==> src/rtl/sha1_pkg.sv <==
// Shared SHA-1 definitions: widths, schedule FSM states, rotate helper and round constants.
// Used by the message-schedule generator and the round function.
// Pure declarations; no logic or state.
package sha1_pkg;

  localparam int SHA1_WORD_W  = 32;
  localparam int SHA1_BLOCK_W = 512;
  localparam int SHA1_ROUNDS  = 80;

  // Schedule generator control state
  typedef enum logic {
    IDLE = 1'b0,
    RUN  = 1'b1
  } sha1_sched_state_e;

  // Round constants, one per group of 20 rounds
  localparam logic [SHA1_WORD_W-1:0] SHA1_K0 = 32'h5A827999;
  localparam logic [SHA1_WORD_W-1:0] SHA1_K1 = 32'h6ED9EBA1;
  localparam logic [SHA1_WORD_W-1:0] SHA1_K2 = 32'h8F1BBCDC;
  localparam logic [SHA1_WORD_W-1:0] SHA1_K3 = 32'hCA62C1D6;

  // One-bit left rotate of a 32-bit word
  function automatic logic [SHA1_WORD_W-1:0] rotl1(input logic [SHA1_WORD_W-1:0] x);
    return {x[SHA1_WORD_W-2:0], x[SHA1_WORD_W-1]};
  endfunction

endpackage

==> src/rtl/sha1_w_expand.sv <==
// SHA-1 schedule expansion step: W[t+16] = rotl1(W[t+13] ^ W[t+8] ^ W[t+2] ^ W[t]).
// Latency: purely combinational, zero cycles.
// No handshake; kept standalone so an unrolled schedule can instantiate several copies.
module sha1_w_expand
  import sha1_pkg::*;
(
  input  logic [SHA1_WORD_W-1:0] i_w_t0,
  input  logic [SHA1_WORD_W-1:0] i_w_t2,
  input  logic [SHA1_WORD_W-1:0] i_w_t8,
  input  logic [SHA1_WORD_W-1:0] i_w_t13,
  output logic [SHA1_WORD_W-1:0] o_w_t16
);

  logic [SHA1_WORD_W-1:0] w_mix;

  // XOR of the four taps, then the single-bit rotate
  always_comb begin
    w_mix   = i_w_t13 ^ i_w_t8 ^ i_w_t2 ^ i_w_t0;
    o_w_t16 = rotl1(w_mix);
  end

endmodule

==> src/rtl/sha1_w_schedule.sv <==
// SHA-1 message schedule: takes one 512-bit block, emits W[0..NUM_ROUNDS-1] with round index.
// Latency: W0 valid the cycle after block accept, one word per cycle while w_ready is high.
// Backpressure: w_ready low freezes all state; blocks accepted only in IDLE (or on the final
// transfer when SHA1_WSCHED_B2B_EN is defined, giving bubble-free back-to-back blocks).
// NUM_ROUNDS must lie in 17..80; smaller values are for reduced-round experiments only.
module sha1_w_schedule
  import sha1_pkg::*;
#(
  parameter int NUM_ROUNDS = SHA1_ROUNDS
) (
  input  logic                    clk,
  input  logic                    rst,
  input  logic                    blk_valid,
  output logic                    blk_ready,
  input  logic [SHA1_BLOCK_W-1:0] blk_data,
  output logic                    w_valid,
  input  logic                    w_ready,
  output logic [SHA1_WORD_W-1:0]  w,
  output logic [6:0]              round,
  output logic                    last
);

  localparam logic [6:0] LAST_ROUND = 7'(NUM_ROUNDS - 1);

  sha1_sched_state_e      r_state;
  logic [SHA1_WORD_W-1:0] r_buf [16];
  logic [6:0]             r_round;

  logic                   w_is_run;
  logic                   w_is_last;
  logic                   w_xfer;
  logic                   w_accept;
  logic [SHA1_WORD_W-1:0] w_next_word;

  // Status decodes come straight from registered state
  assign w_is_run  = (r_state == RUN);
  assign w_is_last = w_is_run && (r_round == LAST_ROUND);
  assign w_xfer    = w_is_run && w_ready;

`ifdef SHA1_WSCHED_B2B_EN
  // The final transfer frees the buffer in the same cycle, so a new block may load then
  assign blk_ready = !w_is_run || (w_is_last && w_ready);
`else
  assign blk_ready = !w_is_run;
`endif

  assign w_accept = blk_valid && blk_ready;

  // Next schedule word computed from the current window W[t..t+15]
  sha1_w_expand u_expand (
    .i_w_t0  (r_buf[0]),
    .i_w_t2  (r_buf[2]),
    .i_w_t8  (r_buf[8]),
    .i_w_t13 (r_buf[13]),
    .o_w_t16 (w_next_word)
  );

  // State, round counter and shift buffer; a block load takes priority over the shift
  always_ff @(posedge clk) begin
    if (rst) begin
      r_state <= IDLE;
      r_round <= '0;
      for (int i = 0; i < 16; i++) begin
        r_buf[i] <= '0;
      end
    end else if (w_accept) begin
      r_state <= RUN;
      r_round <= '0;
      for (int i = 0; i < 16; i++) begin
        r_buf[i] <= blk_data[SHA1_BLOCK_W-1-SHA1_WORD_W*i -: SHA1_WORD_W];
      end
    end else if (w_xfer) begin
      for (int i = 0; i < 15; i++) begin
        r_buf[i] <= r_buf[i+1];
      end
      r_buf[15] <= w_next_word;
      if (w_is_last) begin
        r_state <= IDLE;
        r_round <= '0;
      end else begin
        r_round <= r_round + 7'd1;
      end
    end
  end

  assign w_valid = w_is_run;
  assign w       = r_buf[0];
  assign round   = r_round;
  assign last    = w_is_last;

endmodule

==> config.mk <==
export PLATFORM = sky130hd
export DESIGN_NAME = sha1_w_schedule
export DESIGN_NICKNAME = d
export VERILOG_FILES = /design/src/rtl/sha1_pkg.sv /design/src/rtl/sha1_w_expand.sv /design/src/rtl/sha1_w_schedule.sv
export SDC_FILE = /design/constraint.sdc
export NUM_CORES = 1
export LEC_CHECK = 0
export ABC_AREA = 1
export BUFFER_PORTS_ARGS = -buffer_cell sky130_fd_sc_hd__buf_4
export CAP_MARGIN = 20
export CELL_PAD_IN_SITES_DETAIL_PLACEMENT = 0
export CELL_PAD_IN_SITES_GLOBAL_PLACEMENT = 1
export CORE_UTILIZATION = 35
export DETAILED_ROUTE_END_ITERATION = 8
export PLACE_DENSITY = 0.72
export RECOVER_POWER = 25
export SLEW_MARGIN = 20
export SYNTH_ARGS = -nofsm -noshare
export SYNTH_HDL_FRONTEND = slang
export SYNTH_HIERARCHICAL = 1
export SYNTH_SLANG_ARGS = --single-unit
==> constraint.sdc <==
create_clock -name clk -period 9.2 [get_ports clk]
set_input_delay 0.46 -clock clk [delete_from_list [all_inputs] [get_ports clk]]
set_output_delay 0.46 -clock clk [all_outputs]
set_load 0.01 [all_outputs]
==> run_results.csv <==
group,metric,value,unit
finish,seq_area,0.0155,sq mm
synth,yosys.area.top_type,"edfxtp_1",
run_status,status,"complete, but fails checks",
synth,yosysSeqAreaShare,0.614,
clocking,htree_levels,2,
critical_path,rrSetupSlack,3.22,ns
critical_path,worstPathRequired,9.42,ns
power,power_frac_seq,0.514,
min_path,hp-class,"in2reg",
drt,vias,20800,
critical_path,cp_cell_sequence,"nand2_8, nor2_1, inv_8, nand2_1, buf_4",
synth,synth_edf_count,512,
synth,async_flop_share,0,
critical_path,timing.rr.end,"r_buf[3][17]",
finish,drive_gt1_frac,0.198,
synth,syn_nets,3318,
die,die_y,271,um
grt,track_usage,0.216,
synth,yosys-mux-area-fraction,0,
run_status,violations,"capacitance limit, slew limit",
die,die_width,271,um
critical_path,cp_slowest_cell,"nand2_1",
critical_path,critPathTopFamily,"simple AND/OR/NAND/NOR gates",
critical_path,slowest_delay,2.32,ns
synth,synth_most_common_cell,"nand2_1",
drt,drt-met1-wl,39000,um
synth,synth-xor-area-share,0.0118,
synth,synth_top_area_share,0.607,
place,dp_hpwl,56800,um
critical_path,startpoint_type,"flip-flop",
critical_path,path_buf_inv,2,
sta,min_period,5.98,ns
synth,yosys-top-cells-area,"edfxtp_1 (61%), nand2_1 (19%), nand3_1 (5.8%)",
sta,hold_viol,0,
place,dp.cells,4121,
synth,synthAdderAreaFrac,0.000494,
min_path,whs_path_depth,3,
power,power_switching,1.51,mW
power,powerDensity,187,mW/mm^2
min_path,min_to,"r_buf[2][58]",
drt,wire_per_inst,19.3,um
drt,post_drt_via_cell_ratio,4.91,
power,leakagePower,14.3,nW
drt,ant_nets,0,
synth,synth_top_family_by_area,"simple AND/OR/NAND/NOR gates",
sta,whs,0.134,ns
clocking,cts_buffer_depth,3,
grt,grt_antenna_before_repair,13,
sta,rsz0062_at_grt,"no",
finish,multi_input_area,0.00825,sq mm
clocking,cts_tree,"built",
power,p_int,4.35,mW
sta,worst_pin_slew,3.10,ns
critical_path,worstSetupPathType,"reg2reg",
critical_path,cp-end-kind,"flip-flop",
sta,finClkSkew,0.0244,ns
clocking,cts_setup_buffers,0,
drt,post-route-drc-count,0,
finish,syn_to_final_growth,24.1,%
sta,fmax,167,MHz
critical_path,cp_max_fo,150,
critical_path,reg2regPathDepth,5,
synth,syn_avg_cell_area,9.04,sq um
synth,synthDistinctLibCells,22,
job,cap_violations,3,
sta,setup_tns,0,ns
finish,n_fill_cell,7070,
sta,finalSetupViolations,0,
synth,synth_flop_cell,"edfxtp_1",
critical_path,crit_start,"w_valid",
grt,grt_max_degree,236,
clocking,ctsHoldBuffers,0,
power,peakVddDrop,0.135,mV
die,io_pins,558,
grt,grt_pass1_vias,19800,
clocking,cts_resized,0,
drt,drt_iter0_markers,2197,
drt,dr.pass1.iters,6,
synth,synth_common_cells,"nand2_1 (1301), edfxtp_1 (512), nand3_1 (292)",
place,port_buffers,557,
sta,final_max_slew_viol_count,151,
min_path,min_from,"blk_data[218]",
synth,ys.warnings.count,6,
critical_path,r2r_start,"w_valid",
synth,synth_simple_gate_area_frac,0.267,
power,p_clk_frac,0.366,
drt,wl_met3,5810,um
finish,finalNetCount,3747,
clocking,clk_latency,0.62,ns
drt,dr_wl_met2,35100,um
sta,finalCritPeriodShare,0.650,
power,p_sw_frac,0.258,
synth,synth_seq_cells,520,
grt,grt_first_pass_wirelength,120000,um
synth,syn_area,0.0253,sq mm
synth,synth_compound_area_frac,0.0462,
die,die-area,0.0734,sq mm
clocking,clkTransAtPathRegs,0.06,ns
drt,top_layer_used,"met4",
grt,overflow,0,
sta,slew_headroom,-1.07,
drt,drt_wl_total,81900,um
critical_path,crit_arrival,6.20,ns
place,gp_congestion,0.857,
finish,fin_cells,4236,
die,start_util,0.354,
die,fp.coreArea,0.0715,sq mm
die,rows,98,
clocking,root_buffer,"clkbuf_16",
clocking,clock-sinks,520,
synth,synthesis.instances,2801,
clocking,cts-buffers-inserted,57,
power,comb_power_share,0.120,
[worst max-delay path by stage]
stage,slack (ns),depth (start not counted),end
after floorplan,2.71,6,r_buf[0][100]
after global placement,5.01,8,r_buf[0][110]
after detailed placement,4.93,8,r_buf[0][111]
after CTS,5.04,7,r_buf[0][80]
after global routing,2.78,5,r_buf[2][112]
final,3.22,5,r_buf[3][17]
[stage by stage]
step | utilization | power, mW | cell area, sq um | setup slack, ns
floorplan | - | 3.41 | 25300 | 2.71
global placement | 0.418 | 3.76 | 29900 | 5.01
detailed placement | 0.418 | 3.77 | 29900 | 4.93
CTS | 0.442 | 5.91 | 31600 | 5.04
global route | 0.440 | 6.10 | 31400 | 2.78
finish | 0.440 | 5.86 | 31400 | 3.22
[registers in the layout (all words and copies together), names as in the netlist]
signal,flops
r_buf,512
w_valid,1
round,7
[metal layers]
layer | GRT usage | vias up
li1 | - | 10100
met1 | 0.333 | 9822
met2 | 0.305 | 799
met3 | 0.0343 | 107
met4 | 0.0712 | 0
met5 | 0 | -
[worst reg2reg max path, cell delays in order, from the launching register on]
cell	delay, ns
dfxtp_1	0.54
nand2_8	0.48
nor2_1	0.62
inv_8	0.35
nand2_1	2.33
buf_4	1.17
[layout make-up]
cell class / count / area share
Clock inverter: 28 / 0.00661
Timing Repair Buffer: 571 / 0.133
Sequential cell: 520 / 0.494
Multi-Input combinational cell: 1938 / 0.263
Inverter: 142 / 0.0177
Clock buffer: 73 / 0.0473
Tap cell: 950 / 0.0378
Antenna cell: 14 / 0.00111
[power groups by stage]
stage	sequential (mW)	combinational, mW	clock [mW]
floorplan	3.01	0.396	0
global placement	3.05	0.709	0
detailed placement	3.05	0.717	0
CTS	3.01	0.721	2.18
global route	3.04	0.783	2.28
finish	3.01	0.704	2.14
[layout by cell type (no fill, tap or decap), types with 4 or more instances in the layout]
cell and instances:
clkinv_2 8, nor2_2 32, dfxtp_1 8, a21oi_2 10
nor3_1 5, buf_4 526, inv_1 139, xnor2_1 32
nor2_1 44, a21oi_1 216, nand2_1 1301, clkbuf_1 58
nand3_1 292, edfxtp_1 512, clkbuf_16 57, clkinv_1 12
inv_6 4, diode_2 14
[kinds of logic (layout without fill, tap and decap cells)]
logic type	after synthesis	after routing
AND/OR/NAND/NOR	1677	1677
flip-flops	520	520
other	0	14
XOR/XNOR	34	34
AO/OA/AOI/OAI	226	226
adder cells (fa/ha/maj)	1	1
buffers and inverters	343	814
(Power assumes the default switching activity.)
